### src/rtl/conv_layer.sv
// conv_layer: streaming 3x3 "valid" convolution over a 28x28 8-bit image.
//
// The engine walks the 26x26 output positions in raster order. For each
// output pixel it reads the nine window pixels from an external synchronous
// image RAM (1-cycle read latency). It multiply-accumulates them against one
// of four fixed kernels. It then emits the ReLU-clamped, saturated 8-bit
// result. Each output pixel takes 11 cycles: 9 FETCH, 1 DRAIN, 1 OUT.
//
// Ports:
//   clk           : clock, rising edge active
//   rst           : asynchronous active-high reset
//   start         : run start pulse, sampled only while idle
//   filter_select : kernel index 0..3, latched when start is accepted
//   img_addr      : image RAM read address (row*28+col), combinational
//   img_data      : image RAM read data for the previous cycle's address
//   data_out      : output feature pixel, holds between strobes
//   valid_out     : one-cycle strobe qualifying data_out
//   done          : one-cycle pulse in the cycle after the last strobe
module conv_layer (
    input  logic       clk,
    input  logic       rst,
    input  logic       start,
    input  logic [1:0] filter_select,
    output logic [9:0] img_addr,
    input  logic [7:0] img_data,
    output logic [7:0] data_out,
    output logic       valid_out,
    output logic       done
);

    typedef enum logic [2:0] {
        S_IDLE,
        S_FETCH,
        S_DRAIN,
        S_OUT,
        S_DONE
    } state_t;

    state_t state, state_next;

    logic [4:0]         row;
    logic [4:0]         col;
    logic [3:0]         k;
    logic [1:0]         filt;
    logic signed [12:0] acc;

    logic [1:0]         k_row;
    logic [1:0]         k_col;
    logic [4:0]         win_row;
    logic [4:0]         win_col;
    logic [3:0]         w_idx;
    logic signed [3:0]  w_cur;
    logic signed [12:0] pix_ext;
    logic signed [12:0] w_ext;
    logic signed [12:0] prod;
    logic signed [12:0] acc_sum;
    logic               last_pixel;

    // Kernel coefficients, row-major; zero entries fall to the default.
    function automatic logic signed [3:0] weight(input logic [1:0] f,
                                                 input logic [3:0] idx);
        logic signed [3:0] w;
        w = 4'sd0;
        case ({f, idx})
            {2'd0, 4'd0}: w = -4'sd1;
            {2'd0, 4'd2}: w =  4'sd1;
            {2'd0, 4'd3}: w = -4'sd2;
            {2'd0, 4'd5}: w =  4'sd2;
            {2'd0, 4'd6}: w = -4'sd1;
            {2'd0, 4'd8}: w =  4'sd1;
            {2'd1, 4'd0}: w = -4'sd1;
            {2'd1, 4'd1}: w = -4'sd2;
            {2'd1, 4'd2}: w = -4'sd1;
            {2'd1, 4'd6}: w =  4'sd1;
            {2'd1, 4'd7}: w =  4'sd2;
            {2'd1, 4'd8}: w =  4'sd1;
            {2'd2, 4'd1}: w = -4'sd1;
            {2'd2, 4'd3}: w = -4'sd1;
            {2'd2, 4'd4}: w =  4'sd4;
            {2'd2, 4'd5}: w = -4'sd1;
            {2'd2, 4'd7}: w = -4'sd1;
            {2'd3, 4'd0}: w =  4'sd2;
            {2'd3, 4'd1}: w =  4'sd1;
            {2'd3, 4'd3}: w =  4'sd1;
            {2'd3, 4'd5}: w = -4'sd1;
            {2'd3, 4'd7}: w = -4'sd1;
            {2'd3, 4'd8}: w = -4'sd2;
            default:      w =  4'sd0;
        endcase
        return w;
    endfunction

    // ReLU followed by saturation to the 8-bit pixel range.
    function automatic logic [7:0] relu_sat(input logic signed [12:0] a);
        logic [7:0] r;
        if (a < 13'sd0)
            r = 8'd0;
        else if (a > 13'sd255)
            r = 8'd255;
        else
            r = a[7:0];
        return r;
    endfunction

    // Window offset of tap k within the 3x3 neighbourhood.
    always_comb begin
        k_row = 2'd0;
        k_col = 2'd0;
        case (k)
            4'd1: begin k_row = 2'd0; k_col = 2'd1; end
            4'd2: begin k_row = 2'd0; k_col = 2'd2; end
            4'd3: begin k_row = 2'd1; k_col = 2'd0; end
            4'd4: begin k_row = 2'd1; k_col = 2'd1; end
            4'd5: begin k_row = 2'd1; k_col = 2'd2; end
            4'd6: begin k_row = 2'd2; k_col = 2'd0; end
            4'd7: begin k_row = 2'd2; k_col = 2'd1; end
            4'd8: begin k_row = 2'd2; k_col = 2'd2; end
            default: begin k_row = 2'd0; k_col = 2'd0; end
        endcase
    end

    assign win_row  = row + {3'd0, k_row};
    assign win_col  = col + {3'd0, k_col};
    assign img_addr = (state == S_FETCH)
                      ? ({5'd0, win_row} * 10'd28 + {5'd0, win_col})
                      : 10'd0;

    // img_data always belongs to the tap fetched one cycle earlier, so the
    // weight index lags the fetch counter by one; DRAIN consumes tap 8.
    assign w_idx      = (state == S_DRAIN) ? 4'd8 : (k - 4'd1);
    assign w_cur      = weight(filt, w_idx);
    assign pix_ext    = {5'd0, img_data};
    assign w_ext      = {{9{w_cur[3]}}, w_cur};
    assign prod       = pix_ext * w_ext;
    assign acc_sum    = acc + prod;
    assign last_pixel = (row == 5'd25) && (col == 5'd25);

    always_ff @(posedge clk or posedge rst) begin
        if (rst)
            state <= S_IDLE;
        else
            state <= state_next;
    end

    always_comb begin
        state_next = state;
        case (state)
            S_IDLE:  if (start) state_next = S_FETCH;
            S_FETCH: if (k == 4'd8) state_next = S_DRAIN;
            S_DRAIN: state_next = S_OUT;
            S_OUT:   state_next = last_pixel ? S_DONE : S_FETCH;
            S_DONE:  state_next = S_IDLE;
            default: state_next = S_IDLE;
        endcase
    end

    // The result is registered on the DRAIN->OUT edge from the final sum,
    // so the strobe lands in the OUT cycle itself.
    always_ff @(posedge clk or posedge rst) begin
        if (rst) begin
            row       <= 5'd0;
            col       <= 5'd0;
            k         <= 4'd0;
            filt      <= 2'd0;
            acc       <= 13'sd0;
            data_out  <= 8'd0;
            valid_out <= 1'b0;
            done      <= 1'b0;
        end else begin
            valid_out <= 1'b0;
            done      <= 1'b0;
            case (state)
                S_IDLE: begin
                    if (start) begin
                        filt <= filter_select;
                        row  <= 5'd0;
                        col  <= 5'd0;
                        k    <= 4'd0;
                    end
                end
                S_FETCH: begin
                    acc <= (k == 4'd0) ? 13'sd0 : acc_sum;
                    k   <= k + 4'd1;
                end
                S_DRAIN: begin
                    acc       <= acc_sum;
                    data_out  <= relu_sat(acc_sum);
                    valid_out <= 1'b1;
                end
                S_OUT: begin
                    k    <= 4'd0;
                    done <= last_pixel;
                    if (last_pixel) begin
                        row <= 5'd0;
                        col <= 5'd0;
                    end else if (col == 5'd25) begin
                        col <= 5'd0;
                        row <= row + 5'd1;
                    end else begin
                        col <= col + 5'd1;
                    end
                end
                default: ;
            endcase
        end
    end

endmodule

### config.mk
export PLATFORM = sky130hd
export DESIGN_NAME = conv_layer
export DESIGN_NICKNAME = d
export VERILOG_FILES = /design/src/rtl/conv_layer.sv
export SDC_FILE = /design/constraint.sdc
export NUM_CORES = 1
export LEC_CHECK = 0
export BUFFER_PORTS_ARGS = -buffer_cell sky130_fd_sc_hd__buf_4
export CAP_MARGIN = 20
export CORE_MARGIN = 2
export CORE_UTILIZATION = 35
export DETAILED_ROUTE_END_ITERATION = 16
export PLACE_DENSITY = 0.6
export SLEW_MARGIN = 20
export SYNTH_ARGS = -nofsm -noshare
export SYNTH_HDL_FRONTEND = slang
export SYNTH_SLANG_ARGS = --single-unit
### constraint.sdc
create_clock -name clk -period 13.5 [get_ports clk]
set_input_delay 2.025 -clock clk [delete_from_list [all_inputs] [get_ports clk]]
set_output_delay 2.025 -clock clk [all_outputs]
set_load 0.02 [all_outputs]
==> results.md <==
- The flow ran to the end, and the final reports show no timing, DRC or antenna violations.
- The number of nets in the final layout is 652.
- After detailed routing, the wire length on met1 is around 4900 µm.
- The insertion delay of the later-clocked pin in the worst-skew pair is about 290 ps.
- The average size of a mapped cell is 8.761 µm².
- In this run, post-CTS hold repair placed 0 buffers.
- Routed signal wires occupy layers up through met4.
- In the routed layout, each cell is associated on average with a via count of just over 5.
- Based on the critical path, the design can be clocked at up to between 100 and 150 MHz.
- The max-slew violation count is 0.
- The longest clock path from root to sink contains 2 buffers.
- The cell area after technology mapping is roughly 4700 µm².
- The detailed placement HPWL is 8923 µm.
- STA puts the critical path data required time at between 10000 and 15000 ps.
- Clock-pin slew was measured on the worst setup and hold paths at 70 ps.
- CTS placed an instance of clkbuf_16 at the clock tree root.
- The largest total area in the synthesized netlist belongs to dfrtp_1.
- The share of synthesized area in the top cell type comes to 0.2242.
- After synthesis the netlist holds a flip-flop and latch count of 42.
- The first global-routing pass estimated roughly 19000 µm of wire.
- The final route contains approximately 3700 vias.
- The Yosys step of the flow raised 0 warnings.
- The routed design uses around 5500 µm of met2 wire.
- Entering global routing, the biggest net connects 43 pins.
- The post-route fraction of the period consumed by the critical path is 0.5178.
- The first detailed-routing pass ran for 5 iterations.
- The number of synthesized flops with an enable pin is 0.
- Relative to the synthesized area, the layout overhead comes to 10.78%.
- Setup repair after global routing left no endpoint under its margin.
- The total number of H-tree levels is 2.
- Setup violations remaining at the end of the flow were counted as 0.
- The max capacitance violation total is 0.
- The shortest clock period the worst path allows after layout is about 7000 ps.
- The share of the yosys chip area belonging to registers is 0.2242.
- The die is ~120 µm tall.
- The maximum fanout along the worst path is 11.
- The routed length on met3 is about 400 µm.
- The core region is approximately 13000 µm².
- The floorplan step defined a die boundary enclosing roughly 14000 µm².
- In this run the remaining antenna-violating nets after routing total 0.
- The number of buffers added for setup after CTS is 0.
- The number of I/O port buffers is 32.
- The number of DRC violations after detailed-routing iteration 0 is 218.
- The final layout contains routed wiring with a total length of 10970 µm.
- The number of nets in the synthesized netlist is approximately 630.
- The most common cell in the netlist is inv_1.
- The via count of the first global-routing pass came to just under 4000.
- Ranked by total cell area, the synthesized netlist is headed by dfrtp_1, ha_1, fa_1, inv_1, nor2_1.
- Ranked by instance count, the synthesized netlist is headed by inv_1, ha_1, nor2_1.
- The fraction of registers with async set/reset is 1.000.
- Once the clock tree was built, the resizer swapped 0 gates to a different size.
- On the final layout, the worst clock skew is 5.252 ps.
- For the worst setup path, the data arrival time is 4970 ps.
- The most used flip-flop cell after synthesis is dfrtp_1.
- The global placer's final weighted congestion is roughly 0.94.
- The transition at the pin with the smallest max-transition slack is between 900 and 1000 ps.
- The kind of critical path is flip-flop to output pin.
- The final hold violation count came to 0.
- For this run the aggregate overflow at the end of global routing stands at 0.
- The number of different library cells used by synthesis comes to 69.
- The routed length per instance is 15.01 µm.
- For the final routed database, the setup TNS stands at 0 ps.
- Counting every instance in the synthesized netlist gives between 500 and 600.
- In this run the core area contains between 40 and 50 standard-cell rows.
- The worst pin sits at a relative slew slack of 0.3606.
- The number of clock buffers inserted by TritonCTS is 5.
- The total global-route track usage is 0.1600.
- In the routed design, unresolved DRC markers number 0.
- The TritonCTS clock tree is built.
- The path category of the worst min-delay check is flip-flop to flip-flop.
- For this configuration, the core starts out at a cell density of 0.3568.
- The clock drives between 40 and 50 sinks.
- The die span in x is approximately 120 µm.
- The initial antenna violation count is 0.
- The count of boundary I/O pins is 33.
- The share of final-layout standard cells stronger than drive strength 1 is 0.1135.
- The number of inserted diodes is 0.
- The element type at the critical path start is a flip-flop.
- STA classifies the critical path endpoint as an output pin.
## flip-flops by register name, summed over array words and instances (netlist names)
name and flops:
valid_out 1, acc 13, state 3, col 5, data_out 8, k 4, filt 2, row 5
done 1
## worst max-delay path, stage by stage (launching register included)
cell and delay [ps]:
dfrtp_1 540, inv_1 250, ha_1 230, ha_1 170, nand2_1 60, o21ai_0 130, inv_1 90, fa_1 430
xnor2_1 260, inv_1 170, fa_1 570, inv_1 50, ha_1 200, fa_1 400, a21oi_1 180, o21bai_1 90
xor2_1 170, or3_1 370, a21oi_1 150, buf_4 160
## per-layer routing
metal  up-vias  GRT usage
met3        11    0.01806
met4         0    0.03676
met5         -          0
met2        84     0.2839
met1      1819     0.2090
li1       1825          -
## cells by family after synthesis
logic type / share of synthesized area
xor gates and xnor gates: 0.04965
muxes: 0.01361
and+or+nand+nor: 0.1903
AOI/OAI and AO/OA: 0.1572
DFF: 0.2242
adders and majority gates: 0.2766
buffers and inverters: 0.08836
## path summary, 6_finish.rpt
kind,to,cells after the start,start,slack [ps]
setup / recovery,img_addr[8],19,k[0],6510
hold / removal,acc[0],2,acc[0],500
setup reg to reg,data_out[2],21,k[0],6790
hold reg to reg,acc[0],2,acc[0],500
max in group asynchronous,acc[7],3,rst,11250
min in group asynchronous,data_out[1],3,rst,1880
## cell type report
cell class / count / area, µm²
clock inverter: 3 / 25.02
timing repair buffer: 33 / 247.7
fill: 1331 / 7945
tap: 176 / 220.2
multi-input combinational: 393 / 3222
sequential: 42 / 1051
clock buffer: 5 / 125.1
inverter: 79 / 301.5
## layout by cell type, fill, tap and decap left out, types with 3 or more instances in the layout
| master | instances |
|---|---|
| a211oi_1 | 3 |
| a21o_1 | 8 |
| a21oi_1 | 10 |
| a221oi_1 | 5 |
| a22o_1 | 5 |
| a31oi_1 | 5 |
| and2_1 | 11 |
| and3_1 | 4 |
| buf_4 | 33 |
| clkbuf_16 | 5 |
| dfrtp_1 | 42 |
| fa_1 | 31 |
| ha_1 | 54 |
| inv_1 | 77 |
| mux2_2 | 3 |
| mux2i_1 | 3 |
| nand2_1 | 38 |
| nand2b_1 | 7 |
| nand3_1 | 8 |
| nand3b_1 | 4 |
| nand4_1 | 5 |
| nor2_1 | 49 |
| nor2b_1 | 13 |
| nor2b_2 | 3 |
| nor3_1 | 8 |
| nor3b_1 | 3 |
| nor4_1 | 3 |
| o211ai_1 | 3 |
| o21a_1 | 5 |
| o21ai_0 | 32 |
| o21bai_1 | 4 |
| o31ai_1 | 6 |
| or2_1 | 3 |
| xnor2_1 | 14 |
| xor2_1 | 10 |
## through the flow
stage	utilization	cells	instance area (µm²)	worst slack [ps]	hold slack [ps]
finish	0.3952	731	5192	6510	500.1
global route	0.3952	731	5192	6099	531.5
CTS	0.3952	731	5192	6477	497.5
detailed placement	0.3838	723	5042	6801	483.4
global placement	0.3838	723	5042	6860	470.7
floorplan	-	535	4687	7216	449.8
Power is left out: the tool's default activity adds up to more than one toggle a clock period on the data nets, which glitch-free logic cannot reach.
